--- src/rtl/slice_serializer.sv ---
// slice_serializer: takes a packed word of NUM_SLICES slices and emits
// slices 0..in_len one per downstream handshake. The next word can be
// accepted in the same cycle as the last slice, so back-to-back words
// stream with no bubble.
//
// state   | meaning
// --------+-----------------------------------------------------------
// ST_IDLE | no word held, out_valid low, in_ready high
// ST_SEND | word held, out_valid high, slice[index] presented
module slice_serializer #(
    parameter  int SLICE_WIDTH      = 4,
    parameter  int SELECT_BUS_WIDTH = 3,
    localparam int NUM_SLICES       = 2 ** SELECT_BUS_WIDTH,
    localparam int INPUT_WIDTH      = SLICE_WIDTH * NUM_SLICES
) (
    input  logic                        clk,
    input  logic                        rst,
    input  logic [INPUT_WIDTH-1:0]      in_data,
    input  logic [SELECT_BUS_WIDTH-1:0] in_len,
    input  logic                        in_valid,
    output logic                        in_ready,
    output logic [SLICE_WIDTH-1:0]      out_data,
    output logic [SELECT_BUS_WIDTH-1:0] out_index,
    output logic                        out_last,
    output logic                        out_valid,
    input  logic                        out_ready
);

    typedef enum logic {
        ST_IDLE = 1'b0,
        ST_SEND = 1'b1
    } state_t;

    state_t                      state;
    state_t                      state_nxt;
    logic [INPUT_WIDTH-1:0]      held_data;
    logic [INPUT_WIDTH-1:0]      held_data_nxt;
    logic [SELECT_BUS_WIDTH-1:0] held_len;
    logic [SELECT_BUS_WIDTH-1:0] held_len_nxt;
    logic [SELECT_BUS_WIDTH-1:0] index;
    logic [SELECT_BUS_WIDTH-1:0] index_nxt;

    logic [SLICE_WIDTH-1:0]      held_slices [NUM_SLICES];

    logic                        send_active;
    logic                        at_last;
    logic                        slice_take;
    logic                        word_accept;

    // View the held word as an array of slices so the output mux indexes
    // directly with the slice counter.
    for (genvar k = 0; k < NUM_SLICES; k++) begin : g_unpack
        assign held_slices[k] = held_data[k*SLICE_WIDTH +: SLICE_WIDTH];
    end

    // Handshake qualifiers; reset forces every output quiet immediately,
    // so no slice or word can be exchanged on a reset cycle.
    always_comb begin
        send_active = (state == ST_SEND) && !rst;
        at_last     = (index == held_len);
        slice_take  = send_active && out_ready;
        in_ready    = !rst && ((state == ST_IDLE) || (slice_take && at_last));
        word_accept = in_valid && in_ready;
    end

    // Output drive: purely from held registers, zero when nothing is held.
    always_comb begin
        out_valid = send_active;
        out_data  = '0;
        out_index = '0;
        out_last  = 1'b0;
        if (send_active) begin
            out_data  = held_slices[index];
            out_index = index;
            out_last  = at_last;
        end
    end

    // Next-state logic: load on accept, step the index on each non-final
    // slice, and either reload or fall back to idle on the final slice.
    always_comb begin
        state_nxt     = state;
        index_nxt     = index;
        held_data_nxt = held_data;
        held_len_nxt  = held_len;
        case (state)
            ST_IDLE: begin
                if (word_accept) begin
                    state_nxt     = ST_SEND;
                    index_nxt     = '0;
                    held_data_nxt = in_data;
                    held_len_nxt  = in_len;
                end
            end
            ST_SEND: begin
                if (slice_take) begin
                    if (!at_last) begin
                        // index < held_len here, so the increment cannot wrap
                        index_nxt = index + SELECT_BUS_WIDTH'(1);
                    end else if (word_accept) begin
                        index_nxt     = '0;
                        held_data_nxt = in_data;
                        held_len_nxt  = in_len;
                    end else begin
                        state_nxt = ST_IDLE;
                        index_nxt = '0;
                    end
                end
            end
        endcase
    end

    // State and holding registers with synchronous reset; reset wins over
    // any handshake pending in the same cycle.
    always_ff @(posedge clk) begin
        if (rst) begin
            state     <= ST_IDLE;
            index     <= '0;
            held_data <= '0;
            held_len  <= '0;
        end else begin
            state     <= state_nxt;
            index     <= index_nxt;
            held_data <= held_data_nxt;
            held_len  <= held_len_nxt;
        end
    end

endmodule
--- config.mk ---
export PLATFORM = sky130hd
export DESIGN_NAME = slice_serializer
export DESIGN_NICKNAME = d
export VERILOG_FILES = /design/src/rtl/slice_serializer.sv
export SDC_FILE = /design/constraint.sdc
export NUM_CORES = 1
export LEC_CHECK = 0
export ABC_AREA = 1
export CAP_MARGIN = 20
export CORE_AREA = 3 3 69 71
export CTS_CLUSTER_DIAMETER = 50
export DETAILED_ROUTE_END_ITERATION = 8
export DIE_AREA = 0 0 72 74
export GPL_TIMING_DRIVEN = 1
export HOLD_SLACK_MARGIN = 0.1
export PLACE_DENSITY = 0.82
export SLEW_MARGIN = 40
export SYNTH_ARGS = -nofsm -noshare
export SYNTH_HDL_FRONTEND = slang
export SYNTH_SLANG_ARGS = --single-unit
--- constraint.sdc ---
create_clock -name clk -period 2.4 [get_ports clk]
set_clock_uncertainty 0.05 [all_clocks]
set_input_delay 0.24 -clock clk [delete_from_list [all_inputs] [get_ports clk]]
set_output_delay 0.24 -clock clk [all_outputs]
set_load 0.05 [all_outputs]
==> metrics.txt, run 1 <==
status=finished, final reports clean; Worst-Skew Late Latency=0.28 ns; critical path class=flop to output pin; RSZ-0062 raised after global routing=no; Yosys reg bits=39; post-synth top area share=0.348; setup TNS=0 ns; Comb power frac=0.233; DP Wirelength=3580 µm; Gates resized, CTS repair=0; Max Freq=470 MHz; Gate Count Post-Synth=333; antenna violations before repair=0; first-pass GRT wire length=8680 µm; most common cell in the netlist=nand2_1; TritonCTS clock tree=done; num ports=49; WL met3=263 µm; final net count=411; Final Hold Fails=0; Pwr Density=563 nW/µm²; leak pwr=0.00130 µW; synth cell count leaders=nand2_1 (81), dfxtp_1 (39), nor2_1 (39); antenna diode count=0; RR Startpoint=index[1]$_SDFFE_PP0P_; DRT Pass-1 Iters=4; largest net degree at the start of global routing=41; Hold Path Depth=4; Worst R2R Path Depth=8; Internal=1170 µW; CTS Root Cell=clkbuf_8; detail-routed via count per cell=5.03; synthesized area=2240 µm²; Seq/Total Area, Yosys=0.348; worst min-delay path category=flop to flop; IO buf count=48; crit path max fanout=12; max incr delay on CP=0.66 ns; R2R Setup Slk=0.33 ns; HP Start=held_data[0]$_SDFFE_PP0P_; max_slew headroom=0.597; Area contributors post-synth=dfxtp_1 (35%), nand2_1 (14%), nand4_1 (10%); area grow syn2layout=28.5%; post-synth top area cell=dfxtp_1; Final min period=2.13 ns; Num CTS Buffers=5; critical path's top delay family=flip-flops; number of synthesized flops with an enable pin=0; Reg clk slew, reported paths=0.07 ns; sw frac=0.282; global-route total usage across every layer=0.202; Top Metal Used=met4; buffers and inverters on the worst path=2; Post-CTS Setup Inserts=0; WP data arrival=1.84 ns; # setup viols final=0; synth unique cells=27; vias=2,129; total power=1620 µW; max-slew violation count=0; Detailed Route Iter0 Violations=186; GPL Wtd Cong=0.878; syn_nets=373; hold slack=0.464 ns; Worst Tran Pin Value=0.603 ns; wire length per cell=12.1 µm; most frequent CP cell=nand2_1; Yosys warning count=0; post-route clock period utilization=0.887; Worst Hold End=held_data[0]$_SDFFE_PP0P_; initial core utilization=0.523; clock share of power=0.318; worst reg2reg path endpoint=held_data[29]$_SDFFE_PP0P_; row cnt=24; wl on met1=2200 µm; H-Tree Level Count=2; critical-path cell list=inv_2, a21oi_1, o21ai_0, nand2_1, nand2_1, nand2_1, buf_12; crit path max-delay cell type=dfxtp_1; vias in the first global route=1,915; Routed Antenna Nets=0; Post-Route WL=5110 µm; Req. time, crit path=2.11 ns; asr flop ratio synth=0; die area=5330 µm²; peak supply drop=0.350 mV; Max-Cap Viols=0; routed wl met2=2590 µm; Psw=457 µW; Post-CTS Hold Buffers=0; Die W=72 µm; detailed-route DRC error count=0; sequential share of power=0.449; Worst setup SP type=flop; overflow left after global routing=0; share of layout cells above drive strength 1=0.143; CTS Buffer Depth=2; core area=4290 µm²; CP Capture Type=output pin; post-synthesis average cell area=6.74 µm²; ys flop type=dfxtp_1; die height=74 µm; clock sink count=39
## layer usage
metal / global-route usage / up-vias
li1: - / 1138
met1: 0.247 / 933
met2: 0.368 / 52
met3: 0.0311 / 6
met4: 0.0605 / 0
met5: 0 / -
## worst register-to-register path, cell delays in order (launching register included)
cell and delay (ns):
dfxtp_1 0.48, inv_2 0.25, nand2_1 0.12, nand2_4 0.09
nand3_4 0.10, nand2_2 0.10, nand4_4 0.46, nand2_1 0.23
nand2_1 0.08
## power by group through the flow
| stage | Combinational [µW] | Sequential (µW) | Clock, µW |
|---|---|---|---|
| after floorplan | 267 | 729 | 0 |
| after global placement | 372 | 742 | 0 |
| after detailed placement | 381 | 744 | 0 |
| after CTS | 382 | 729 | 527 |
| after global routing | 421 | 734 | 543 |
| final | 379 | 729 | 516 |
## sequential cells by signal, summed over array words and instances (netlist names)
name,cells
held_len,3
state,1
held_data,32
index,3
## area by class of cell
cell class,instances,area (µm²)
Clock buffer,6,72.6
Clock inverter,1,30.0
Fill cell,386,1410
Inverter,44,171
Multi-Input combinational cell,227,1140
Sequential cell,39,781
Tap cell,52,65.1
Timing Repair Buffer,54,626
## cells in the final DEF, fill, tap and decap left out
cell type and n:
nand3_4 1, a21oi_1 20, dfxtp_1 39, inv_2 4
bufinv_16 1, nand4_4 1, clkbuf_1 1, clkinv_2 1
o31ai_2 1, clkbuf_8 5, ha_1 1, or2_2 1
nand4_2 1, nand3_1 6, nor2_4 1, nor2_1 39
o21ai_0 11, o21ai_1 8, buf_4 6, nand2_2 15
nand2_1 81, xnor2_2 1, clkinv_4 1, nand2_4 3
clkdlybuf4s50_1 38, inv_1 38, nand4_1 36, buf_12 10
## how the worst max path moves through the flow
stage	from	end	slack (ns)	cells after the start
after floorplan	state$_SDFF_PP0_	out_data[0]	0.30	5
after global placement	rst	held_data[25]$_SDFFE_PP0P_	0.26	6
after detailed placement	rst	held_data[29]$_SDFFE_PP0P_	0.16	6
after CTS	index[1]$_SDFFE_PP0P_	out_data[1]	0.25	7
after global routing	index[1]$_SDFFE_PP0P_	held_data[29]$_SDFFE_PP0P_	0.10	8
final	index[1]$_SDFFE_PP0P_	out_data[1]	0.27	7
## metrics by stage
stage | util | cells | worst slack (ns) | area [µm²]
floorplan | - | 333 | 0.301 | 2240
detailed placement | 0.648 | 416 | 0.162 | 2780
global placement | 0.648 | 416 | 0.259 | 2780
finish | 0.672 | 423 | 0.272 | 2880
CTS | 0.672 | 423 | 0.250 | 2880
global route | 0.672 | 423 | 0.105 | 2880
## kinds of logic (layout without fill, tap and decap cells)
group,Yosys count,in the layout,share of synthesized area
buf+inv,67,105,0.145
compound gates,40,40,0.0925
simple gates,185,185,0.402
flops,39,39,0.348
fa+ha+maj,1,1,0.00557
xor+xnor,1,1,0.00725
(Power assumes the default switching activity.)
==> run 2: changes to the inputs <==
--- a/config.mk
+++ b/config.mk
@@ -5,15 +5,15 @@
 export SDC_FILE = /design/constraint.sdc
 export NUM_CORES = 1
 export LEC_CHECK = 0
-export ABC_AREA = 1
 export CAP_MARGIN = 20
-export CORE_AREA = 3 3 69 71
+export CORE_AREA = 3 3 67 69
 export CTS_CLUSTER_DIAMETER = 50
 export DETAILED_ROUTE_END_ITERATION = 8
-export DIE_AREA = 0 0 72 74
+export DIE_AREA = 0 0 70 72
 export GPL_TIMING_DRIVEN = 1
 export HOLD_SLACK_MARGIN = 0.1
 export PLACE_DENSITY = 0.82
+export REMOVE_ABC_BUFFERS = 1
 export SLEW_MARGIN = 40
 export SYNTH_ARGS = -nofsm -noshare
 export SYNTH_HDL_FRONTEND = slang
==> run 2 against run 1 <==
Sequential cell count is the same. Largest cell class unchanged. Utilization grew 2.1 points. Largest power group unchanged. Non-clock buffer count did not move.
==> metrics.txt, run 2 <==
global-route total usage across every layer=0.169 (was 0.202); Final Non-Filler Cells=268 (was 423); Die W=70 µm (was 72 µm); H-Tree Level Count=2 (unchanged); Worst setup SP type=flop (unchanged); post-route clock period utilization=0.888 (was 0.887); vias=1,358 (was 2,129); Internal=1230 µW (was 1170 µW); Max-Cap Viols=0 (unchanged); CTS Buffer Depth=2 (unchanged); synth cell count leaders=dfxtp_1 (39), nor2b_1 (35), mux2_4 (30) (was nand2_1 (81), dfxtp_1 (39), nor2_1 (39)); Yosys warning count=0 (unchanged); buffers and inverters on the worst path=2 (unchanged); Hold Path Depth=2 (was 4); commonest non-fill, non-tap cell in the layout=dfxtp_1 (was nand2_1); hold slack=0.497 ns (was 0.464 ns); crit path max-delay cell type=mux4_2 (was dfxtp_1); post-synth top area share=0.380 (was 0.348); largest net degree at the start of global routing=29 (was 41); final net count=257 (was 411); sequential share of power=0.456 (was 0.449); GPL Wtd Cong=0.754 (was 0.878); first-pass GRT wire length=6640 µm (was 8680 µm); antenna diode count=0 (unchanged); Req. time, crit path=2.11 ns (about the same); Final min period=2.13 ns (about the same); leak pwr=0.00115 µW (was 0.00130 µW); peak supply drop=0.335 mV (was 0.350 mV); Max Freq=469 MHz (was 470 MHz); asr flop ratio synth=0 (unchanged); RR Startpoint=held_len[1]$_SDFFE_PP0P_ (was index[1]$_SDFFE_PP0P_); max incr delay on CP=0.53 ns (was 0.66 ns); clock sink count=39 (unchanged); Post-CTS Setup Inserts=0 (unchanged); detailed-route DRC error count=0 (unchanged); number of synthesized flops with an enable pin=0 (unchanged); HP Start=in_data[9] (was held_data[0]$_SDFFE_PP0P_); worst reg2reg path endpoint=held_data[0]$_SDFFE_PP0P_ (was held_data[29]$_SDFFE_PP0P_); critical path's top delay family=multiplexers (was flip-flops); Reg clk slew, reported paths=0.08 ns (was 0.07 ns); ys flop type=dfxtp_1 (unchanged); Psw=359 µW (was 457 µW); Pwr Density=577 nW/µm² (was 563 nW/µm²); CP Capture Type=output pin (unchanged); detail-routed via count per cell=5.07 (was 5.03); CTS Root Cell=clkbuf_8 (unchanged); Gate Count Post-Synth=169 (was 333); GR Util met1=0.200 (was 0.247); Seq/Total Area, Yosys=0.380 (was 0.348); num ports=49 (unchanged); total power=1590 µW (was 1620 µW); max reg flops=32 (unchanged); critical-path cell list=buf_4, mux4_2, mux2i_1, nor2_1, buf_12 (was inv_2, a21oi_1, o21ai_0, nand2_1, nand2_1, nand2_1, buf_12); Worst R2R Path Depth=5 (was 8); most frequent cells in the layout=dfxtp_1 (39), clkdlybuf4s50_1 (38), nor2b_1 (35), mux2_4 (30), buf_12 (10) (was nand2_1 (81), nor2_1 (39), dfxtp_1 (39), inv_1 (38), clkdlybuf4s50_1 (38)); met2 usage=0.273 (was 0.368); Detailed Route Iter0 Violations=58 (was 186); clock share of power=0.356 (was 0.318); Post-CTS Hold Buffers=0 (unchanged); post-synthesis average cell area=12.2 µm² (was 6.74 µm²); post-synth top area cell=dfxtp_1 (unchanged); DP Cell Count=260 (was 416); R2R Setup Slk=0.46 ns (was 0.33 ns); share of layout cells above drive strength 1=0.321 (was 0.143); die area=5040 µm² (was 5330 µm²); Routed Antenna Nets=0 (unchanged); synth unique cells=28 (was 27); max_slew headroom=0.718 (was 0.597); wire length per cell=15.0 µm (was 12.1 µm); WP data arrival=1.84 ns (about the same); TritonCTS clock tree=done (unchanged); area grow syn2layout=33.7% (was 28.5%); GR peak layer=met2 (unchanged); Area contributors post-synth=dfxtp_1 (38%), mux2_4 (22%), nor2b_1 (11%) (was dfxtp_1 (35%), nand2_1 (14%), nand4_1 (10%)); GR Layer Usage met3=0.0845 (was 0.0311); IO buf count=48 (unchanged); antenna violations before repair=0 (unchanged); critical path class=flop to output pin (unchanged); initial core utilization=0.518 (was 0.523); largest register by flop count=held_data (unchanged); row cnt=23 (was 24); worst min-delay path category=input port to flop (was flop to flop); crit path max fanout=12 (unchanged); DRT Pass-1 Iters=4 (unchanged); Final Hold Fails=0 (unchanged); die height=72 µm (was 74 µm); status=finished, final reports clean (unchanged); Yosys reg bits=39 (unchanged); # setup viols final=0 (unchanged); max-slew violation count=0 (unchanged); DP Wirelength=2840 µm (was 3580 µm); core area=3970 µm² (was 4290 µm²); overflow left after global routing=0 (unchanged); most common cell in the netlist=dfxtp_1 (was nand2_1); Worst Hold End=held_data[9]$_SDFFE_PP0P_ (was held_data[0]$_SDFFE_PP0P_); synthesized area=2060 µm² (was 2240 µm²); setup TNS=0 ns (unchanged); Num CTS Buffers=5 (unchanged); RSZ-0062 raised after global routing=no (unchanged); Comb power frac=0.188 (was 0.233); Post-Route WL=4030 µm (was 5110 µm); Gates resized, CTS repair=0 (unchanged); fin util=0.693 (was 0.672); Worst Tran Pin Value=0.411 ns (was 0.603 ns); largest registers=held_data: 32 flops, held_len: 3 flops, index: 3 flops (unchanged); vias in the first global route=1,435 (was 1,915); sw frac=0.226 (was 0.282); Worst-Skew Late Latency=0.29 ns (was 0.28 ns)
==> run 2: cell count changes after synthesis, moves of 6 or more <==
cell     before  now
o21ai_1       8    0
nand2_1      81    1
a21oi_1      20    4
nor2b_1       0   35
o21ai_0      11    4
buf_6         8    2
nor2_1       39    7
mux4_2        0    8
nand2_2      15    0
mux2_4        0   30
nand4_1      36    2
inv_1        38    2
==> run 2: worst max path at each step <==
stage | end | startpoint | depth (start not counted)
2_1_floorplan | held_data[10]$_SDFFE_PP0P_ | index[0]$_SDFFE_PP0P_ | 4
3_3_place_gp | held_data[4]$_SDFFE_PP0P_ | out_ready | 5
3_5_place_dp | held_data[4]$_SDFFE_PP0P_ | out_ready | 5
4_1_cts | out_data[2] | index[0]$_SDFFE_PP0P_ | 5
5_1_grt | out_data[2] | index[0]$_SDFFE_PP0P_ | 5
6_report | out_data[2] | index[0]$_SDFFE_PP0P_ | 5
==> run 2: per-stage QoR <==
step	cell area (µm²)	setup slack, ns
final	2750	0.268
after global routing	2750	0.209
after CTS	2750	0.242
after detailed placement	2630	0.338
after global placement	2630	0.376
after floorplan	1940	-0.282
==> run 2: cells by family (layout without fill, tap and decap cells) <==
group                      count (synthesis)  count (layout)  synth area share
AOI/OAI and AO/OA                          9               9            0.0237
xor gates and xnor gates                   3               3            0.0164
adders and majority gates                  1               1           0.00608
buffers and inverters                     15              64            0.0590
DFF                                       39              39             0.380
muxes                                     48              48             0.358
and+or+nand+nor                           54              54             0.157
==> run 2: per-layer routing <==
metal,part of all wire,vias to the layer above
met3,0.088,7
met5,0,-
li1,-,680
met1,0.44,627
met4,0.013,0
met2,0.46,44
==> run 2: power by group through the flow <==
stage / Clock (µW) / Sequential, µW / Combinational, µW
global route: 603 / 729 / 318
CTS: 584 / 723 / 302
finish: 566 / 723 / 298
global placement: 0 / 735 / 293
detailed placement: 0 / 737 / 300
floorplan: 0 / 730 / 178
==> run 2: area by class of cell <==
type | count | area, µm²
flip-flops and latches | 39 | 781
repair buffers | 54 | 626
multi-input cells | 115 | 1160
well taps | 50 | 62.6
clock inverters | 2 | 35.0
inverters | 2 | 7.51
fillers | 303 | 1220
clock buffers | 6 | 82.6
==> RTL change (flow settings as in run 2) <==
Take the reset off `held_data` and load it in a clocked block of its own.
--- a/src/rtl/slice_serializer.sv
+++ b/src/rtl/slice_serializer.sv
@@ -116,14 +116,16 @@
         if (rst) begin
             state     <= ST_IDLE;
             index     <= '0;
-            held_data <= '0;
             held_len  <= '0;
         end else begin
             state     <= state_nxt;
             index     <= index_nxt;
-            held_data <= held_data_nxt;
             held_len  <= held_len_nxt;
         end
     end
 
+    always_ff @(posedge clk) begin
+        held_data <= held_data_nxt;
+    end
+
 endmodule
Function: same outputs for any inputs over 4 cycles, from zero or initial values and one cycle with rst high; that may be too few to reach the edited logic, so the function may still have changed.
==> RTL change against run 2 <==
- sequential cell count unchanged
- total power down 14%
- global-route usage down 3.8 points
- fmax down 0.20%
- critical path depth unchanged
- worst setup slack worse by 0.0042 ns
- area after synthesis down 20%
- via count down 24%
- largest cell class is now flip-flops and latches
- routed wire length down 23%
- design area down 15%
==> RTL change: results (changes against run 2) <==
[yosys]
synthXorXnorAreaFrac=0.02064  ; +0.004219
synth-edff-count=32  ; +32
ys_types=26  ; -7.1%
synth_flop_cell=edfxtp_1
synth_cells=98  ; -42%
synth_common_cells=32 x edfxtp_1, 8 x mux4_2, 7 x dfxtp_1, 7 x nor2_1, 5 x mux2i_1
synthMuxAreaShare=0.1682  ; -0.1901
synthAdderAreaFrac=0.007645  ; +0.001563

[power]
p_leak_nw=0.8159  ; -29%
max-vdd-ir-drop_mv=0.4278  ; +28%

[global_routing]
grt_pass1_wl_um=5037  ; -24%
grtUsageMet1=0.1516  ; -0.04823
met3_usage=0.04432  ; -0.04017
grt_use_met2=0.2214  ; -0.05142
grt_pass1_vias=1095  ; -24%
grt_util_all_layers=0.1318  ; -0.03750
grt_max_degree=25  ; -14%

[cells_and_area]
layout.cells.non_filler=205  ; -24%
num-nets-final=194  ; -25%
final.fill_count=285  ; -5.9%
layout-drive-gt1-share=0.2258  ; -0.09529

[placement]
dp.cells=197  ; -24%
pre_cts_ws_ns=0.3723  ; +0.03409 ns
gp_congestion=0.9045  ; +20%
place_area_mm2=0.002247  ; -15%
dp_hpwl_um=2475  ; -13%

[routing]
wl_per_cell_um=15.14  ; +0.82%
drtIter0Drc=43  ; -26%
num_vias=1028  ; -24%

[setup_path]
rrSetupSlack_ns=0.49  ; +0.03 ns

[timing]
fin_hold_ws_ns=0.4562  ; -0.04038 ns
fin_ws_ns=0.2643  ; -0.004200 ns
tightest_slew_ns=0.3564  ; -0.05427 ns

[status]
status=finished, final reports clean

## RTL change: cell count changes in the layout (fill, tap and decap cells not counted), moves of 2 or more
cell      delta
mux2_4      -27
buf_12       -4
buf_4        +4
mux2_2       -5
nor2b_1     -32
clkinv_1     +2
edfxtp_1    +32
dfxtp_1     -32
## RTL change: critical path, stage by stage (launching register included)
cell and delay [ns]:
dfxtp_1 0.36, buf_4 0.24, mux4_2 0.52, mux2i_1 0.15, nor2_1 0.08, buf_4 0.20
## RTL change: worst paths after layout
check,startpoint,end,cells after the start
min reg2reg,state$_SDFF_PP0_,index[0]$_SDFFE_PP0P_,2
max,index[0]$_SDFFE_PP0P_,out_data[1],5
max reg2reg,index[1]$_SDFFE_PP0P_,held_data[26]$_DFFE_PP_,5
min,in_data[21],held_data[21]$_DFFE_PP_,1
## RTL change: routing by layer
metal	routed length, µm	part of all wire	vias to the layer above
met5	0	0	-
met4	78	0.025	0
met3	217	0.070	9
met2	1553	0.50	48
met1	1253	0.40	488
li1	-	-	483
## RTL change: power breakdown
group / internal, mW / switching (mW) / total (mW)
Combinational: 0.105 / 0.0756 / 0.181
Clock: 0.197 / 0.208 / 0.404
Sequential: 0.767 / 0.0132 / 0.781
Total: 1.07 / 0.296 / 1.37
## RTL change: cell type report
class	count	area, µm²	share of cell area
inverter	3	11.26	0.004831
timing repair buffer	54	575.6	0.2469
sequential	39	1101	0.4724
multi-input combinational	51	496.7	0.2131
clock inverter	3	15.01	0.006441
clock buffer	5	68.82	0.02952
tap	50	62.56	0.02684
## RTL change: kinds of logic (layout without fill, tap and decap cells)
logic type	count (synthesis)	in the layout
compound gates	9	9
xor+xnor	3	3
fa+ha+maj	1	1
buf+inv	8	65
flops	39	39
mux	16	16
simple gates	22	22
